<file path="src/rtl/fabric_extmem_sched.sv">
// Round-robin scheduler sharing one external memory channel between load and store ports; 0-cycle request path,
// grant locked under mem_req_ready backpressure, responses routed by tag with no buffering.
module fabric_extmem_sched #(
  parameter int ADDR_WIDTH       = 32,
  parameter int DATA_WIDTH       = 32,
  parameter int LD_COUNT         = 2,
  parameter int ST_COUNT         = 1,
  parameter int MAX_OUTSTANDING  = 4,
  parameter int DEADLOCK_TIMEOUT = 256,
  localparam int N               = LD_COUNT + ST_COUNT,
  localparam int TAG_W           = (N > 1) ? $clog2(N) : 1
) (
  input  logic                                 clk,
  input  logic                                 rst,
  input  logic [LD_COUNT-1:0]                  ld_addr_valid,
  output logic [LD_COUNT-1:0]                  ld_addr_ready,
  input  logic [LD_COUNT-1:0][ADDR_WIDTH-1:0]  ld_addr,
  input  logic [ST_COUNT-1:0]                  st_addr_valid,
  output logic [ST_COUNT-1:0]                  st_addr_ready,
  input  logic [ST_COUNT-1:0][ADDR_WIDTH-1:0]  st_addr,
  input  logic [ST_COUNT-1:0]                  st_data_valid,
  output logic [ST_COUNT-1:0]                  st_data_ready,
  input  logic [ST_COUNT-1:0][DATA_WIDTH-1:0]  st_data,
  output logic [LD_COUNT-1:0]                  ld_data_valid,
  input  logic [LD_COUNT-1:0]                  ld_data_ready,
  output logic [LD_COUNT-1:0][DATA_WIDTH-1:0]  ld_data,
  output logic                                 ld_done_valid,
  input  logic                                 ld_done_ready,
  output logic                                 st_done_valid,
  input  logic                                 st_done_ready,
  output logic                                 mem_req_valid,
  input  logic                                 mem_req_ready,
  output logic                                 mem_req_is_store,
  output logic [ADDR_WIDTH-1:0]                mem_req_addr,
  output logic [DATA_WIDTH-1:0]                mem_req_wdata,
  output logic [TAG_W-1:0]                     mem_req_tag,
  input  logic                                 mem_resp_valid,
  output logic                                 mem_resp_ready,
  input  logic [DATA_WIDTH-1:0]                mem_resp_data,
  input  logic [TAG_W-1:0]                     mem_resp_tag,
  output logic                                 error_valid,
  output logic [15:0]                          error_code
);

  // Runtime error codes shared with the rest of the fabric (fabric_common.svh values).
  localparam logic [15:0] RT_MEMORY_TAG_OOB        = 16'h0A01;
  localparam logic [15:0] RT_MEMORY_STORE_DEADLOCK = 16'h0A02;

  localparam int OUT_W = $clog2(MAX_OUTSTANDING + 1);
  localparam int TMR_W = $clog2(DEADLOCK_TIMEOUT + 1);
  localparam logic [OUT_W-1:0] MAX_OUT_V = OUT_W'(MAX_OUTSTANDING);
  localparam logic [TMR_W-1:0] TMO_V     = TMR_W'(DEADLOCK_TIMEOUT);
  localparam logic [TAG_W-1:0] LD_CNT_V  = TAG_W'(LD_COUNT);

  if (LD_COUNT < 1) begin : g_bad_ld
    $fatal(1, "fabric_extmem_sched: LD_COUNT must be >= 1");
  end
  if (ST_COUNT < 1) begin : g_bad_st
    $fatal(1, "fabric_extmem_sched: ST_COUNT must be >= 1");
  end

  logic [TAG_W-1:0]      rr_ptr_q, rr_ptr_d;
  logic                  lock_q, lock_d;
  logic [TAG_W-1:0]      lock_idx_q, lock_idx_d;
  logic [ADDR_WIDTH-1:0] lock_addr_q, lock_addr_d;
  logic [DATA_WIDTH-1:0] lock_wdata_q, lock_wdata_d;
  logic                  lock_store_q, lock_store_d;
  logic [OUT_W-1:0]      outst_q [LD_COUNT];
  logic [OUT_W-1:0]      outst_d [LD_COUNT];
  logic [TMR_W-1:0]      tmr_q   [ST_COUNT];
  logic [TMR_W-1:0]      tmr_d   [ST_COUNT];
  logic [15:0]           ld_cred_q, ld_cred_d;
  logic [15:0]           st_cred_q, st_cred_d;
  logic                  ld_done_vld_q, ld_done_vld_d;
  logic                  st_done_vld_q, st_done_vld_d;
  logic                  err_q, err_d;
  logic [15:0]           err_code_q, err_code_d;

  logic [N-1:0]          elig;
  logic                  any_elig;
  logic [TAG_W-1:0]      arb_idx;
  int                    idx;
  logic [ADDR_WIDTH-1:0] sel_addr;
  logic [DATA_WIDTH-1:0] sel_wdata;
  logic                  sel_store;
  logic                  req_vld;
  logic                  req_fire;
  logic [TAG_W-1:0]      grant;
  logic                  grant_store;
  logic [LD_COUNT-1:0]   ld_fire;
  logic                  resp_in_range;
  logic                  oob_evt;
  logic                  dl_evt;

  function automatic logic [15:0] cred_next(input logic [15:0] c, input logic inc, input logic dec);
    logic [15:0] r;
    r = c;
    if (inc && !dec && c != 16'hFFFF) r = c + 16'd1;
    else if (dec && !inc && c != 16'd0) r = c - 16'd1;
    return r;
  endfunction

  always_comb begin
    elig = '0;
    for (int p = 0; p < LD_COUNT; p++) begin
      elig[p] = ld_addr_valid[p] && (outst_q[p] < MAX_OUT_V);
    end
    for (int s = 0; s < ST_COUNT; s++) begin
      elig[LD_COUNT+s] = st_addr_valid[s] && st_data_valid[s];
    end
  end

  // First eligible requester at or after rr_ptr, wrapping.
  always_comb begin
    any_elig = 1'b0;
    arb_idx  = '0;
    idx      = 0;
    for (int i = 0; i < N; i++) begin
      idx = int'(rr_ptr_q) + i;
      if (idx >= N) idx = idx - N;
      if (!any_elig && elig[idx]) begin
        any_elig = 1'b1;
        arb_idx  = TAG_W'(idx);
      end
    end
  end

  always_comb begin
    sel_addr  = '0;
    sel_wdata = '0;
    sel_store = 1'b0;
    for (int p = 0; p < LD_COUNT; p++) begin
      if (arb_idx == TAG_W'(p)) sel_addr = ld_addr[p];
    end
    for (int s = 0; s < ST_COUNT; s++) begin
      if (arb_idx == TAG_W'(LD_COUNT + s)) begin
        sel_addr  = st_addr[s];
        sel_wdata = st_data[s];
        sel_store = 1'b1;
      end
    end
  end

  // A held grant replays its captured payload so mem_req_* cannot move while stalled.
  assign req_vld          = !rst && (lock_q || any_elig);
  assign req_fire         = req_vld && mem_req_ready;
  assign grant            = lock_q ? lock_idx_q : arb_idx;
  assign grant_store      = lock_q ? lock_store_q : sel_store;
  assign mem_req_valid    = req_vld;
  assign mem_req_tag      = req_vld ? grant : '0;
  assign mem_req_is_store = req_vld && grant_store;
  assign mem_req_addr     = req_vld ? (lock_q ? lock_addr_q : sel_addr) : '0;
  assign mem_req_wdata    = req_vld ? (lock_q ? lock_wdata_q : sel_wdata) : '0;

  always_comb begin
    ld_addr_ready = '0;
    st_addr_ready = '0;
    st_data_ready = '0;
    for (int p = 0; p < LD_COUNT; p++) begin
      ld_addr_ready[p] = req_fire && (grant == TAG_W'(p));
    end
    for (int s = 0; s < ST_COUNT; s++) begin
      st_addr_ready[s] = req_fire && (grant == TAG_W'(LD_COUNT + s));
      st_data_ready[s] = req_fire && (grant == TAG_W'(LD_COUNT + s));
    end
  end

  assign resp_in_range = mem_resp_tag < LD_CNT_V;
  assign oob_evt       = !rst && mem_resp_valid && !resp_in_range;

  always_comb begin
    ld_data_valid  = '0;
    ld_data        = '0;
    mem_resp_ready = !rst;
    for (int p = 0; p < LD_COUNT; p++) begin
      if (mem_resp_tag == TAG_W'(p)) begin
        ld_data_valid[p] = !rst && mem_resp_valid;
        ld_data[p]       = rst ? '0 : mem_resp_data;
        mem_resp_ready   = !rst && ld_data_ready[p];
      end
    end
  end

  assign ld_fire = ld_data_valid & ld_data_ready;

  always_comb begin
    rr_ptr_d     = rr_ptr_q;
    lock_d       = lock_q;
    lock_idx_d   = lock_idx_q;
    lock_addr_d  = lock_addr_q;
    lock_wdata_d = lock_wdata_q;
    lock_store_d = lock_store_q;
    dl_evt       = 1'b0;
    err_d        = err_q;
    err_code_d   = err_code_q;

    if (req_fire) begin
      lock_d   = 1'b0;
      rr_ptr_d = (grant == TAG_W'(N - 1)) ? '0 : grant + TAG_W'(1);
    end else if (req_vld && !lock_q) begin
      lock_d       = 1'b1;
      lock_idx_d   = arb_idx;
      lock_addr_d  = sel_addr;
      lock_wdata_d = sel_wdata;
      lock_store_d = sel_store;
    end

    // Responses for loads forgotten by a reset can arrive with a zero count; never wrap below 0.
    for (int p = 0; p < LD_COUNT; p++) begin
      outst_d[p] = outst_q[p];
      if (ld_addr_ready[p] && !ld_fire[p]) outst_d[p] = outst_q[p] + OUT_W'(1);
      else if (ld_fire[p] && !ld_addr_ready[p] && outst_q[p] != '0) outst_d[p] = outst_q[p] - OUT_W'(1);
    end

    for (int s = 0; s < ST_COUNT; s++) begin
      tmr_d[s] = '0;
      if (st_addr_valid[s] ^ st_data_valid[s]) begin
        tmr_d[s] = (tmr_q[s] == TMO_V) ? tmr_q[s] : tmr_q[s] + TMR_W'(1);
        if (tmr_d[s] == TMO_V) dl_evt = 1'b1;
      end
    end

    ld_cred_d     = cred_next(ld_cred_q, |ld_fire, ld_done_vld_q && ld_done_ready);
    st_cred_d     = cred_next(st_cred_q, req_fire && grant_store, st_done_vld_q && st_done_ready);
    ld_done_vld_d = ld_cred_d != 16'd0;
    st_done_vld_d = st_cred_d != 16'd0;

    if (!err_q && (oob_evt || dl_evt)) begin
      err_d      = 1'b1;
      err_code_d = oob_evt ? RT_MEMORY_TAG_OOB : RT_MEMORY_STORE_DEADLOCK;
    end
  end

  always_ff @(posedge clk or posedge rst) begin
    if (rst) begin
      rr_ptr_q      <= '0;
      lock_q        <= 1'b0;
      lock_idx_q    <= '0;
      lock_addr_q   <= '0;
      lock_wdata_q  <= '0;
      lock_store_q  <= 1'b0;
      ld_cred_q     <= '0;
      st_cred_q     <= '0;
      ld_done_vld_q <= 1'b0;
      st_done_vld_q <= 1'b0;
      err_q         <= 1'b0;
      err_code_q    <= '0;
      for (int p = 0; p < LD_COUNT; p++) outst_q[p] <= '0;
      for (int s = 0; s < ST_COUNT; s++) tmr_q[s] <= '0;
    end else begin
      rr_ptr_q      <= rr_ptr_d;
      lock_q        <= lock_d;
      lock_idx_q    <= lock_idx_d;
      lock_addr_q   <= lock_addr_d;
      lock_wdata_q  <= lock_wdata_d;
      lock_store_q  <= lock_store_d;
      ld_cred_q     <= ld_cred_d;
      st_cred_q     <= st_cred_d;
      ld_done_vld_q <= ld_done_vld_d;
      st_done_vld_q <= st_done_vld_d;
      err_q         <= err_d;
      err_code_q    <= err_code_d;
      for (int p = 0; p < LD_COUNT; p++) outst_q[p] <= outst_d[p];
      for (int s = 0; s < ST_COUNT; s++) tmr_q[s] <= tmr_d[s];
    end
  end

  assign ld_done_valid = ld_done_vld_q;
  assign st_done_valid = st_done_vld_q;
  assign error_valid   = err_q;
  assign error_code    = err_code_q;

endmodule

</file>
<file path="config.mk">
export PLATFORM = sky130hd
export DESIGN_NAME = fabric_extmem_sched
export DESIGN_NICKNAME = d
export VERILOG_FILES = /design/src/rtl/fabric_extmem_sched.sv
export SDC_FILE = /design/constraint.sdc
export NUM_CORES = 1
export LEC_CHECK = 0
export CAP_MARGIN = 20
export CORE_UTILIZATION = 25
export CTS_CLUSTER_DIAMETER = 100
export DETAILED_ROUTE_END_ITERATION = 16
export SLEW_MARGIN = 20
export SYNTH_ARGS = -nofsm -noshare
export SYNTH_HDL_FRONTEND = slang
export SYNTH_SLANG_ARGS = --single-unit
</file>
<file path="constraint.sdc">
create_clock -name clk -period 9.2 [get_ports clk]
set_input_delay 1.84 -clock clk [delete_from_list [all_inputs] [get_ports clk]]
set_output_delay 1.84 -clock clk [all_outputs]
set_load 0.01 [all_outputs]
</file>
# After elaboration in Yosys (flattened, before gate mapping)
# Index checks and enable logic that the tools add are counted.
# word_totals
latchBits	0
mem_bits_ro	0
word_cells	168
ram_bits	0
inputBits	174
memories	0
ff_bits	136
# classes
order_cmp	9
multipliers	0
n_eq_ne	9
add_sub_neg	15
n_bitwise	3
reduce_logical	64
muxes	53
shift	0
n_div	0
# ops
operator	count
$mux W32	14
$lt A32 B4 Y1 const B	3
$mux W16	4
$reduce_bool A16 Y1	4
$logic_and A1 B1 Y1	34
$add A16 B1 Y16 const B	2
$ne A16 B16 Y1 const B	2
$sub A16 B1 Y16 const B	2
$mux W1	19
$eq A9 B9 Y1 const B	2
$mux W9	2
$logic_not A1 Y1	14
$mux W2	7
$mux W3	4
$add A9 B1 Y9 const B	1
$sub A3 B2 Y4 const B	2
$add A3 B1 Y3 const B	2
$bmux W1 S2	3
$eq A2 B1 Y1 const B	3
$ge A3 B2 Y1 const B	2
$logic_not A2 Y1	3
$lt A3 B3 Y1 const B	2
$reduce_bool A2 Y1	3
$reduce_bool A3 Y1	2
other kinds (14)	17

# Longest topological paths before layout
# depth
ltp_word	22
mapped_depth	15
depth_no_buf	13

# Worst setup path before layout
# No wires, ideal clock.
# synth_path
path_kind	input to output
startpoint	in rst
endpoint	out ld_data[23] (netlist bit)
stages	4
setup_slack_ns	1.094
n_path_buf	1
arrival_time_ns	6.266
cell_sequence	inv_2 buf_1 nand2_1 nor2_1
# synth_rtl
element	line_no	source
start, declared	14	input logic rst,
end, declared	26	output logic [LD_COUNT-1:0][DATA_WIDTH-1:0] ld_data,

# Final worst setup path
# layout_path
startpoint	in st_data_valid
endpoint	out mem_req_addr[15]
# layout_via
elab_chain_len	17
word_cells_on_any_way	30
classes_between	eq/ne: 2; mux: 20; reduce/logical: 8
# layout_rtl
element	line_no	source
start, declared	21	input logic [ST_COUNT-1:0] st_data_valid,
$logic_and A1 B1 Y1 *	109	elig[LD_COUNT+s] = st_addr_valid[s] && st_data_valid[s];
$bmux W1 S2	121	if (!any_elig && elig[idx]) begin
$mux W1 (not written as such) (2 in series)	121	
$mux W1	121	
$logic_not A1 Y1	121	
$logic_and A1 B1 Y1	121	
$mux W1	121	
$logic_not A1 Y1	121	
$logic_and A1 B1 Y1	121	
$mux W2	121	
$logic_not A2 Y1	133	if (arb_idx == TAG_W'(p)) sel_addr = ld_addr[p];
$mux W32 (2 in series)	133	
$mux W32	136	if (arb_idx == TAG_W'(LD_COUNT + s)) begin
$mux W32	152	assign mem_req_addr = req_vld ? (lock_q ? lock_addr_q : sel_addr) : '0;
$mux W32 *	152	
end, declared	34	output logic [ADDR_WIDTH-1:0] mem_req_addr,
# Every way passes the cells marked *; elsewhere a longest branch is shown, timed or not. The select of a mux whose other input is x is not followed.

==> reports/summary.txt <==
Buf/Inv on CP -> 3
final std cells w/o fill -> 1,814
delay-heaviest family, CP -> buffers and inverters
Nets -> 1,545
fin. max-slew vios -> 0
Reg2Reg Setup Slack -> 5360 ps
antenna violations before repair -> 1
biggest area consumer among synthesized cells -> dfrtp_1
Most Frequent Cell on Critical Path -> nand2_1
Synth Instances -> 1,083
Via Count -> 8,434
All-Layer GR Usage -> 15.69%
Finished Core Util -> 37.97%
clk sinks -> 122
leakage dissipation -> 4.988 nW
Fill cells -> 3,396
Worst path slowest cell -> nor2_4
Worst-Margin Slew -> 873.3 ps
full die area -> 0.03425 mm²
I/O Pins -> 332
Clk Latency, worst-skew pair -> 420 ps
antenna viol nets, final -> 0
crit-path max FO -> 32
clk slew on worst S/H paths -> 60 ps
TritonCTS clock tree -> built
Placed Instances -> 1,780
max-cap violation count -> 0
Detail Placement HPWL -> 19,800 µm
post-cts gate resize count -> 0
TNS Setup -> 0 ps
die width -> 185.1 µm
buffer depth of the longest clock path -> 2
Inserted Clock Buffers -> 17
crit path cell chain -> clkdlybuf4s50_1 -> ha_1 -> nand2_1 -> o22a_1 -> nor2_4 -> buf_4 -> nand2_1 -> o21ai_0 -> nand2_1 -> a21oi_1 -> clkdlybuf4s50_1
# setup viols final -> 0
peak supply drop -> 102.2 µV
GRT overflow -> 0
power per cell area -> 238.6 mW/mm²
Hold Crit Class -> flip-flop to flip-flop
DR vias/cell -> 4.649
Core Region -> 0.03278 mm²
initial drt markers -> 487
RSZ-0062 raised after global routing -> false
DRC Markers -> 0
share of cells above drive strength 1 -> 5.325%
Worst Skew -> 9.803 ps
min Tclk post-route -> 6856 ps
Hold Crit Depth -> 2
EDFF count, synth -> 0
gpl congestion -> 0.8706
R2R Path Start -> rr_ptr_q[0]
ys async rst share -> 100.0%
vias in the first global route -> 7,925
dpl ws -> 2328 ps
Avg WL per Cell -> 15.08 µm
Critical R2R Capture -> outst_q[5]
worst stage delay on the critical path -> 650 ps
Synthesis Warnings -> 0
H-tree depth -> 4
post-synthesis sequential area ratio -> 36.43%
CP Launch Type -> input port
critical path type -> input port to output pin
period utilization -> 74.52%
DRT Wirelength -> 27,350 µm
FF-to-FF path depth -> 13
Syn Area/Cell -> 7.737 µm²
cts hold-fix bufs -> 0
Pre-Repair DR Iteration Count -> 5
status -> completed
largest net degree at the start of global routing -> 111
FP Rows -> 66
Port Buf Inserts -> 319
Rel. slew slack -> 41.78%
most common flop cell mapped by yosys -> dfrtp_1
Max Clk Rate -> 0.1459 GHz
number of setup buffers added after CTS -> 0
first-pass GRT wire length -> 42,480 µm
top post-synthesis cells by area -> dfrtp_1 36%, nand2_1 9.5%, nor2_1 8.2%
root buf cell -> clkbuf_16
element type at the critical path end -> output pin
fin worst setup slack -> 2344 ps
Synth-to-Final Area Change -> 48.57%
synthesized area -> 0.008379 mm²
HP Start -> lock_wdata_q[19]
Die Y -> 185.1 µm
WP data arrival -> 5020 ps
final hold vios -> 0
post-synth top area share -> 36.43%
Synth cell types -> 78
PnR Total Power -> 2.970 mW
Crit path required time -> 7360 ps
Worst Hold Endpoint -> lock_wdata_q[19]
post-synthesis register bit count -> 122
Initial Utilization -> 25.56%
[synth_stat cells (11+ instances only)]
master,instances
ha_1,11
nor4_1,11
xor2_1,14
xnor2_1,21
nor2_1,182
mux2i_1,30
o21ai_0,82
nand2_1,211
dfrtp_1,122
inv_1,14
mux2_1,24
buf_2,11
nand3_1,26
and2_1,11
clkbuf_1,50
o22a_1,11
a21oi_1,73
buf_4,16
[final cells by class]
class                   instances  area (µm²)  share of cell area [%]
diodes                          1       2.502                 0.02010
clock buffers                  21       450.4                   3.618
flip-flops and latches        122        3057                   24.55
repair buffers                329        3288                   26.41
clock inverters                11       121.4                  0.9749
well taps                     442       553.0                   4.442
multi-input cells             871        4908                   39.43
inverters                      17       68.82                  0.5528
[layout by cell type, fill, tap and decap left out, drive strengths merged, types with 7 or more instances in the layout]
master	count
a211oi	7
a21oi	75
and2	13
and3	7
buf	10
clkbuf	21
clkdlybuf4s50	319
conb	12
dfrtp	122
ha	11
inv	18
mux2	25
mux2i	30
nand2	211
nand3	26
nand4	10
nor2	184
nor3	10
nor4	15
o21ai	87
o22a	11
o22ai	9
or2	7
xnor2	22
xor2	14
[cell families after synthesis]
logic type / Yosys count / synth area share [%]
other: 1 / 0.04475
adders and majority gates: 14 / 2.240
DFF: 122 / 36.43
buffers and inverters: 101 / 5.674
and+or+nand+nor: 516 / 27.64
AOI/OAI and AO/OA: 238 / 17.17
muxes: 55 / 6.943
xor gates and xnor gates: 36 / 3.853
[routing by layer]
layer / global-route usage [%] / vias to the layer above / share of wire [%]
met4: 4.397 / 2 / 1.5
met3: 3.284 / 24 / 5.5
met5: 0 / - / 0.048
li1: - / 4237 / -
met2: 26.23 / 212 / 48
met1: 20.32 / 3959 / 45
[state kept, by name, summed over array words and instances (netlist names)]
signal         flops
st_cred_q         16
error_code         3
lock_q             1
outst_q            6
st_done_valid      1
lock_store_q       1
lock_wdata_q      32
tmr_q              9
ld_done_valid      1
ld_cred_q         16
rr_ptr_q           2
lock_idx_q         2
lock_addr_q       32
[per-stage QoR]
| stage | hold WS [ps] | instance area [µm²] |
|---|---|---|
| 2_1_floorplan | 450.1 | 8421 |
| 3_3_place_gp | 462.7 | 11850 |
| 3_5_place_dp | 471.4 | 11850 |
| 4_1_cts | 484.1 | 12420 |
| 5_1_grt | 502.8 | 12450 |
| 6_report | 479.7 | 12450 |
[worst max-delay path by stage]
stage / start / to / slack (ps) / cells past startpoint
3_5_place_dp: st_data_valid / mem_req_addr[15] / 2330 / 11
2_1_floorplan: rst / ld_data[23] / 1090 / 4
6_report: st_data_valid / mem_req_addr[15] / 2340 / 11
4_1_cts: st_data_valid / mem_req_addr[15] / 2320 / 11
5_1_grt: st_data_valid / mem_req_addr[15] / 2050 / 11
3_3_place_gp: st_addr_valid / mem_req_addr[14] / 2410 / 11
[report_power, final]
part	total [mW]	internal (mW)	switching (mW)
combinational	1.33	0.609	0.722
clock	0.660	0.406	0.254
sequential	0.979	0.744	0.235
[worst reg2reg max path, delay by kind of cell, from the launching register on]
| kind | cells | cell delay [ps] |
|---|---|---|
| AND/OR/NAND/NOR | 4 | 1120 |
| adder cells (fa/ha/maj) | 2 | 830 |
| AO/OA/AOI/OAI | 4 | 840 |
| buffers and inverters | 3 | 600 |
| flip-flops | 1 | 370 |
No activity file was read; power rests on OpenSTA's default activity.
